`config.mk`:
```
export PLATFORM = sky130hd
export DESIGN_NAME = genius_control
export DESIGN_NICKNAME = d
export VERILOG_FILES = /design/src/rtl/genius_control.sv
export SDC_FILE = /design/constraint.sdc
export NUM_CORES = 1
export LEC_CHECK = 0
export CAP_MARGIN = 20
export CELL_PAD_IN_SITES_DETAIL_PLACEMENT = 0
export CELL_PAD_IN_SITES_GLOBAL_PLACEMENT = 1
export CORE_AREA = 2 2 67 57
export DETAILED_ROUTE_END_ITERATION = 10
export DIE_AREA = 0 0 69 59
export GPL_TIMING_DRIVEN = 0
export PLACE_DENSITY_LB_ADDON = 0.1
export SYNTH_ARGS = -nofsm -noshare
export SYNTH_HDL_FRONTEND = slang
export SYNTH_SLANG_ARGS = --single-unit
```
`constraint.sdc`:
```
create_clock -name CLKT -period 2.71 [get_ports CLKT]
set_input_delay 0.542 -clock CLKT [delete_from_list [all_inputs] [get_ports CLKT]]
set_output_delay 0.542 -clock CLKT [all_outputs]
set_load 0.05 [all_outputs]
```
`src/rtl/genius_control.sv`:
```
// genius_control: round/sequence controller for the Genius memory game.
//
// Plays the stored colour sequence on the LEDs, checks the player's button presses
// against it, and adds one item per round until the player wins or loses. It drives
// the external 0-9 time counter (E_TIME enable, R_TIME reset). That counter's
// end_time pulse is the player-input timeout.
//
// Every output is a register. SEQ_ADDR and ROUND are the item and round counters
// themselves. LED, E_TIME, R_TIME, WIN and LOSE are registered from the current
// state and inputs, so they follow the state by one cycle.
//
// Ports:
//   CLKT      in   system clock, rising edge
//   R         in   synchronous active-high reset
//   START     in   begin/restart game (IDLE, WIN, LOSE only)
//   BTN       in   [3:0] one-hot debounced button pulses
//   SEQ_DATA  in   [1:0] colour code read combinationally from ROM[SEQ_ADDR]
//   end_time  in   timeout pulse from the time counter
//   SEQ_ADDR  out  [ADDR_W-1:0] current item index
//   LED       out  [3:0] one-hot colour display
//   ROUND     out  [ADDR_W-1:0] current round, 0-based
//   E_TIME    out  time counter enable
//   R_TIME    out  time counter reset
//   WIN       out  high while in WIN
//   LOSE      out  high while in LOSE
module genius_control #(
    parameter int unsigned MAX_ROUND  = 16,
    parameter int unsigned ADDR_W     = 4,
    parameter int unsigned SHOW_TICKS = 8,
    parameter int unsigned GAP_TICKS  = 4
) (
    input  logic              CLKT,
    input  logic              R,
    input  logic              START,
    input  logic [3:0]        BTN,
    input  logic [1:0]        SEQ_DATA,
    input  logic              end_time,
    output logic [ADDR_W-1:0] SEQ_ADDR,
    output logic [3:0]        LED,
    output logic [ADDR_W-1:0] ROUND,
    output logic              E_TIME,
    output logic              R_TIME,
    output logic              WIN,
    output logic              LOSE
);

    localparam int unsigned       TickW     = $clog2(SHOW_TICKS + GAP_TICKS);
    localparam logic [TickW-1:0]  ShowLast  = TickW'(SHOW_TICKS - 1);
    localparam logic [TickW-1:0]  GapLast   = TickW'(GAP_TICKS - 1);
    localparam logic [ADDR_W-1:0] LastRound = ADDR_W'(MAX_ROUND - 1);

    typedef enum logic [2:0] {
        StIdle,
        StShowOn,
        StShowOff,
        StWaitIn,
        StWin,
        StLose
    } state_e;

    state_e            state_q, state_d;
    logic [TickW-1:0]  tick_q, tick_d;
    logic [ADDR_W-1:0] addr_q, addr_d;
    logic [ADDR_W-1:0] round_q, round_d;
    logic [3:0]        led_q, led_d;
    logic              e_time_q, e_time_d;
    logic              r_time_q, r_time_d;
    logic              win_q, win_d;
    logic              lose_q, lose_d;

    logic [3:0] expected;
    logic       press_ok;
    logic       press_any;

    assign expected  = 4'b0001 << SEQ_DATA;
    assign press_ok  = (BTN == expected);
    assign press_any = |BTN;

    always_comb begin
        state_d  = state_q;
        // The tick counter is zero unless a show state is counting in place.
        // As a result it clears on every state entry.
        tick_d   = '0;
        addr_d   = addr_q;
        round_d  = round_q;
        led_d    = 4'b0000;
        e_time_d = 1'b0;
        r_time_d = 1'b1;
        win_d    = 1'b0;
        lose_d   = 1'b0;

        unique case (state_q)
            StIdle, StWin, StLose: begin
                win_d  = (state_q == StWin);
                lose_d = (state_q == StLose);
                if (START) begin
                    round_d = '0;
                    addr_d  = '0;
                    state_d = StShowOn;
                end
            end

            StShowOn: begin
                led_d = expected;
                if (tick_q == ShowLast) begin
                    state_d = StShowOff;
                end else begin
                    tick_d = tick_q + 1'b1;
                end
            end

            StShowOff: begin
                if (tick_q == GapLast) begin
                    if (addr_q == round_q) begin
                        addr_d  = '0;
                        state_d = StWaitIn;
                    end else begin
                        addr_d  = addr_q + 1'b1;
                        state_d = StShowOn;
                    end
                end else begin
                    tick_d = tick_q + 1'b1;
                end
            end

            StWaitIn: begin
                e_time_d = 1'b1;
                r_time_d = 1'b0;
                led_d    = BTN;
                // A correct press takes priority over a coincident timeout.
                if (press_ok) begin
                    r_time_d = 1'b1;
                    if (addr_q < round_q) begin
                        addr_d = addr_q + 1'b1;
                    end else if (round_q == LastRound) begin
                        state_d = StWin;
                    end else begin
                        // ROUND cannot wrap: the last round always exits to WIN above.
                        round_d = round_q + 1'b1;
                        addr_d  = '0;
                        state_d = StShowOn;
                    end
                end else if (press_any || end_time) begin
                    state_d = StLose;
                end
            end

            default: begin
                state_d = StIdle;
            end
        endcase
    end

    always_ff @(posedge CLKT) begin
        if (R) begin
            state_q  <= StIdle;
            tick_q   <= '0;
            addr_q   <= '0;
            round_q  <= '0;
            led_q    <= 4'b0000;
            e_time_q <= 1'b0;
            r_time_q <= 1'b1;
            win_q    <= 1'b0;
            lose_q   <= 1'b0;
        end else begin
            state_q  <= state_d;
            tick_q   <= tick_d;
            addr_q   <= addr_d;
            round_q  <= round_d;
            led_q    <= led_d;
            e_time_q <= e_time_d;
            r_time_q <= r_time_d;
            win_q    <= win_d;
            lose_q   <= lose_d;
        end
    end

    assign SEQ_ADDR = addr_q;
    assign ROUND    = round_q;
    assign LED      = led_q;
    assign E_TIME   = e_time_q;
    assign R_TIME   = r_time_q;
    assign WIN      = win_q;
    assign LOSE     = lose_q;

endmodule

```
## After elaboration in Yosys (flattened, before gate mapping)

Index checks and enable logic that the tools add are counted.

| word-level totals | value |
|---|---|
| bits in registers | 23 |
| input bits | 10 |
| output and inout port bits | 16 |
| logic and storage cells | 72 |

| cells by class | value |
|---|---|
| add/subtract/negate cells | 3 |
| $lt $le $gt $ge | 1 |
| eq/ne operators | 19 |
| shift operators | 1 |
| mux-type cells | 26 |
| bitwise gates (word level) | 2 |
| reduce and logical (&&, ||, !) cells | 11 |

Operator list:

| operator | count |
|---|---|
| two-way mux 4 bit | 11 |
| one-hot mux 4 bit (2 select lines) | 3 |
| two-way mux 3 bit | 7 |
| AND reduction 5 bit | 3 |
| adder 4 x 1 -> 4 bit, second input constant | 3 |
| inequality test 2 bit, second input constant | 6 |
| one-hot mux 3 bit (4 select lines) | 1 |
| one-hot mux 4 bit (3 select lines) | 1 |
| inequality test 3 bit, second input constant | 3 |
| == test 4 bit | 2 |
| == test 3 x 2 -> 1 bit, second input constant | 2 |
| == test 3 bit, second input constant | 2 |
| == test 4 x 2 -> 1 bit, second input constant | 1 |
| == test 4 x 3 -> 1 bit, second input constant | 1 |
| == test 4 bit, second input constant | 1 |
| < comparator 4 bit | 1 |
| OR reduction 2 bit | 2 |
| OR reduction 4 bit | 1 |
| left shift 1 x 2 -> 4 bit, first input constant | 1 |
| == test 3 x 1 -> 1 bit, second input constant | 1 |
| logical NOT 3 bit | 1 |
| nonzero test 3 bit | 1 |
| OR reduction 3 bit | 1 |
| two-way mux 1 bit | 2 |
| 4 further kinds | 5 |

## Depth between registers and ports, before layout

| depth | value |
|---|---|
| word-level depth | 5 |
| mapped depth | 8 |
| mapped depth without buffers | 8 |

## Worst setup path after synthesis

Ideal clock, no wire load.

| timing path | value |
|---|---|
| path type | flip-flop to flip-flop |
| start | reg round_q[1] (netlist: ROUND[1]) |
| end | reg addr_q[1] (netlist: SEQ_ADDR[1]) |
| arrival time | 2.162 ns |
| data required time | 2.623 ns |
| path slack | 0.461 ns |
| stages on the path, launching flop included | 9 |
| buffers on the path | 0 |
| cells stage by stage | dfxtp_1 -> inv_1 -> ha_1 -> nor2b_1 -> o211ai_2 -> nand2_1 -> a2111oi_4 -> nand3_1 -> o31ai_1 |

| between the ends | value |
|---|---|
| longest elaborated chain between the ends | 4 |
| elaborated cells on any way between the ends | 10 |

RTL lines:

| element | line | text |
|---|---|---|
| from (decl) | 64 | `logic [ADDR_W-1:0] round_q, round_d;` |
| from (signal assigned) | 169 | `round_q <= round_d;` |
| < comparator 4 bit / == test 4 bit (equally long branches) | 133, 114 |  |
| two-way mux 4 bit (on tied branches) | 133, 114 |  |
| two-way mux 4 bit (on tied branches) | 131, 113 |  |
| one-hot mux 4 bit (3 select lines) | 92 | `unique case (state_q)` |
| to (signal assigned) | 168 | `addr_q <= addr_d;` |
| to (decl) | 63 | `logic [ADDR_W-1:0] addr_q, addr_d;` |

Several ways; a longest one is shown, not always the timed one. The select of a mux whose other input is x is not followed.
A chain may end at the register's enable or synchronous reset.

## Final worst setup path

Ends and elaborated chain as after synthesis.

==> impl_results.rst <==
.. list-table::
   :header-rows: 1

   * - Metric
     - Value
   * - Leakage power
     - 0.6147 nW
   * - Clock tree from TritonCTS
     - done
   * - Placed wire-length estimate
     - 2.418 mm
   * - Filler cells
     - 325
   * - Portion of synthesized cell area occupied by the leading cell type
     - 34.46%
   * - Top library cells by usage in the layout, fill and taps aside
     - 25 x sky130_fd_sc_hd__clkdlybuf4s50_1, 23 x sky130_fd_sc_hd__dfxtp_1, 19 x sky130_fd_sc_hd__nor2_1
   * - Setup crit end kind
     - register
   * - Number of synthesized flops with an enable pin
     - 0
   * - Critical path arrival
     - 2.35 ns
   * - P&R area growth vs syn
     - 26.12%
   * - First-pass GRT wire length
     - 5.319 mm
   * - Mapped Cells
     - 157
   * - Met2 demand-to-capacity share in global routing
     - 26.79%
   * - Cts-stage hold buffer count
     - 0
   * - Hold Crit Class
     - reg2reg
   * - I/O Buffers
     - 25
   * - Routed length per instance
     - 13.75 µm
   * - CP cell instances
     - inv_1, ha_1, nor2b_1, o211ai_2, nand2_1, a2111oi_4, nand3_1, o31ai_1
   * - Final setup fails
     - 0
   * - Final Hold Fails
     - 0
   * - CTS Root Cell
     - sky130_fd_sc_hd__clkbuf_8
   * - Category of the most critical setup path
     - reg2reg
   * - Most frequent standard cell in the layout excluding fill and tap cells
     - sky130_fd_sc_hd__clkdlybuf4s50_1
   * - Leading post-synthesis cells by cell area
     - sky130_fd_sc_hd__dfxtp_1 34%, sky130_fd_sc_hd__ha_1 6.6%, sky130_fd_sc_hd__nor2_1 5.3%, sky130_fd_sc_hd__a21oi_1 3.4%, sky130_fd_sc_hd__nand3_1 3.0%
   * - Highest-utilization routing layer at the global route stage
     - met2
   * - Worst r2r dst
     - SEQ_ADDR[1]
   * - Starting density of the core
     - 40.15%
   * - DIE AREA
     - 4071 µm²
   * - Final worst clock skew
     - 0.005186 ns
   * - Cell family contributing the most delay on the critical path
     - compound AO/OA/AOI/OAI gates
   * - Chip width
     - 69 µm
   * - Inserted Clock Buffers
     - 3
   * - Hold path start
     - tick_q[0]
   * - Shortest clock period the worst path allows after layout
     - 2.170 ns
   * - Die H
     - 59 µm
   * - Antenna viol nets, final
     - 0
   * - Headroom to the max-slew limit
     - 66.87%
   * - Number of antenna violations at the first check in global routing
     - 0
   * - Clock transition at path regs
     - 0.09 ns
   * - Number of vias in the routed layout
     - 1243
   * - Mean instance size in the synthesized netlist
     - 8.511 µm²
   * - Std-Cell Core Area
     - 3328 µm²
   * - Top cell type by total area after synthesis
     - sky130_fd_sc_hd__dfxtp_1
   * - Number of diodes added for antenna fixing
     - 0
   * - Detailed-route DRC error count
     - 0
   * - Pwr/cell area
     - 378.9 nW/µm²
   * - Wire length after detailed routing
     - 3.135 mm
   * - Fraction of layout instances using a drive strength above 1
     - 9.677%
   * - Number of top-level design ports
     - 26
   * - Syn_nets
     - 174
   * - Final WS setup
     - 0.5398 ns
   * - Unrepaired setup endpoints after global routing
     - no
   * - Setup Buffers After CTS
     - 0
   * - Endpoint of the worst hold-timing path
     - tick_q[0]
   * - Number of buffers on the longest clock path
     - 2
   * - Drt via density
     - 5.452
   * - Period Utilization, post-route
     - 80.08%
   * - Share of flip-flops with an asynchronous set or reset
     - 0%
   * - Outcome
     - finished, final reports clean
   * - Fin. max-slew vios
     - 0
   * - Number of global-route vias before repair
     - 1156
   * - Worst-case vdd ir drop
     - 0.2437 mV
   * - GR Overflow Total
     - 0
   * - Pin slew with the least headroom to its limit
     - 0.4954 ns
   * - Setup TNS Final
     - 0 ns
   * - Main flop type after synthesis
     - sky130_fd_sc_hd__dfxtp_1
   * - Site Rows
     - 19
   * - Number of distinct standard cells referenced by the synthesized netlist
     - 51
   * - Setup slack on the worst flop-to-flop path
     - 0.54 ns
   * - Number of clock sinks
     - 23
   * - Hold depth
     - 1
   * - Routability-driven placement congestion ratio
     - 0.7492
   * - Cts repair resizes
     - 0
   * - Reported max-cap violation count
     - 0
   * - Met1 usage
     - 22.16%
   * - GRT met3 Usage
     - 4.422%
   * - Yosys warnings
     - 0
   * - Latest clock arrival within the worst-skew pair
     - 0.26 ns
   * - Crit path buffers/inverters
     - 1
   * - Cell with the largest stage delay on the worst path
     - sky130_fd_sc_hd__a2111oi_4
   * - Count of H-tree levels built during CTS
     - 1
   * - Net count of the finished layout
     - 204
   * - Post-synth design cell area
     - 1336 µm²
   * - Fmax
     - 460.8 MHz
   * - Critical Path Start Type
     - register
   * - Data required time of the critical path
     - 2.89 ns
   * - FF+latch count, synth
     - 23
   * - Critical register-to-register path startpoint
     - ROUND[1]
   * - Detailed Route Iter0 Violations
     - 37
   * - Placement-stage worst setup slack
     - 0.2758 ns
   * - GRT Resource Usage Total
     - 16.30%
   * - Largest net degree at the start of global routing
     - 14
   * - Longest individual stage delay on the worst path
     - 0.52 ns
   * - Seq/Total Area, Yosys
     - 34.46%
   * - Depth of the worst register-to-register path
     - 8
   * - Max FO, Critical Path
     - 6
   * - Startpoint of the most critical setup path
     - ROUND[1]
   * - Detailed-router iteration count before antenna repair
     - 4
==> per-stage QoR <==
stage	cell area, µm²	hold slack [ns]	total power, mW	util, %	std cells
6_report	1685	0.4579	0.6386	50.64	228
3_5_place_dp	1639	0.4496	0.4300	49.25	224
2_1_floorplan	1336	0.4231	0.3978	-	157
5_1_grt	1685	0.4887	0.6746	50.64	228
3_3_place_gp	1639	0.4399	0.4292	49.25	224
4_1_cts	1685	0.4621	0.6485	50.64	228
==> worst reg2reg max path: stages (launching register included) <==
cell                        delay [ns]
sky130_fd_sc_hd__dfxtp_1          0.41
sky130_fd_sc_hd__inv_1            0.09
sky130_fd_sc_hd__ha_1             0.30
sky130_fd_sc_hd__nor2b_1          0.15
sky130_fd_sc_hd__o211ai_2         0.15
sky130_fd_sc_hd__nand2_1          0.15
sky130_fd_sc_hd__a2111oi_4        0.52
sky130_fd_sc_hd__nand3_1          0.13
sky130_fd_sc_hd__o31ai_1          0.19
==> routing by layer <==
layer / vias up / part of all wire, %
li1: 629 / -
met1: 593 / 53
met2: 19 / 43
met3: 2 / 3.7
met4: 0 / 0.51
met5: - / 0
==> worst max path at each step <==
stage	end	slack, ns	cells after the start
4_1_cts	SEQ_ADDR[1]	0.53	8
6_report	SEQ_ADDR[1]	0.54	8
5_1_grt	SEQ_ADDR[1]	0.32	8
2_1_floorplan	SEQ_ADDR[1]	0.46	8
3_5_place_dp	ROUND[0]	0.28	7
3_3_place_gp	ROUND[0]	0.35	7
==> cell usage after synthesis, types with 2 or more instances <==
cell type,number
sky130_fd_sc_hd__dfxtp_1,23
sky130_fd_sc_hd__nor2_1,19
sky130_fd_sc_hd__inv_1,10
sky130_fd_sc_hd__a21oi_1,9
sky130_fd_sc_hd__nand2_1,8
sky130_fd_sc_hd__nand3_1,8
sky130_fd_sc_hd__ha_1,7
sky130_fd_sc_hd__nand2b_1,5
sky130_fd_sc_hd__o21ai_0,5
sky130_fd_sc_hd__nor2b_1,4
sky130_fd_sc_hd__o211ai_1,4
sky130_fd_sc_hd__nor3_1,3
sky130_fd_sc_hd__o21ai_1,3
sky130_fd_sc_hd__o31ai_1,3
sky130_fd_sc_hd__a211oi_1,2
sky130_fd_sc_hd__a21o_1,2
sky130_fd_sc_hd__a22oi_1,2
sky130_fd_sc_hd__buf_2,2
sky130_fd_sc_hd__mux2i_1,2
sky130_fd_sc_hd__nand4_1,2
sky130_fd_sc_hd__nor3b_1,2
sky130_fd_sc_hd__o2111ai_1,2
sky130_fd_sc_hd__or3_1,2
==> power breakdown <==
part	switching (mW)	internal [mW]	total (mW)
sequential	0.00261	0.341	0.344
combinational	0.0455	0.0338	0.0793
clock	0.113	0.103	0.216
==> sequential cells by signal, indices dropped and copies added (netlist names) <==
name and flops:
E_TIME 1, LED 4, LOSE 1, ROUND 4, R_TIME 1, SEQ_ADDR 4
WIN 1, state_q 3, tick_q 4
==> cell type report <==
class                           instances  area (µm²)  share of cell area, %
Buffer                                  4       25.02                  1.485
Sequential cell                        23       460.4                  27.32
Clock inverter                          1       5.005                 0.2970
Tap cell                               42       52.55                  3.118
Timing Repair Buffer                   25       250.2                  14.85
Inverter                               10       37.54                  2.227
Clock buffer                            3       41.29                  2.450
Multi-Input combinational cell        120       813.3                  48.26
==> kinds of logic (layout without fill, tap and decap cells) <==
| logic type | Yosys count | in the layout | synth area share (%) |
|---|---|---|---|
| buf+inv | 14 | 43 | 4.682 |
| simple gates | 66 | 66 | 27.06 |
| fa+ha+maj | 7 | 7 | 6.554 |
| mux | 2 | 2 | 1.498 |
| xor+xnor | 2 | 2 | 1.311 |
| flops | 23 | 23 | 34.46 |
| compound gates | 43 | 43 | 24.44 |
Power figures use the tool's default switching activity.
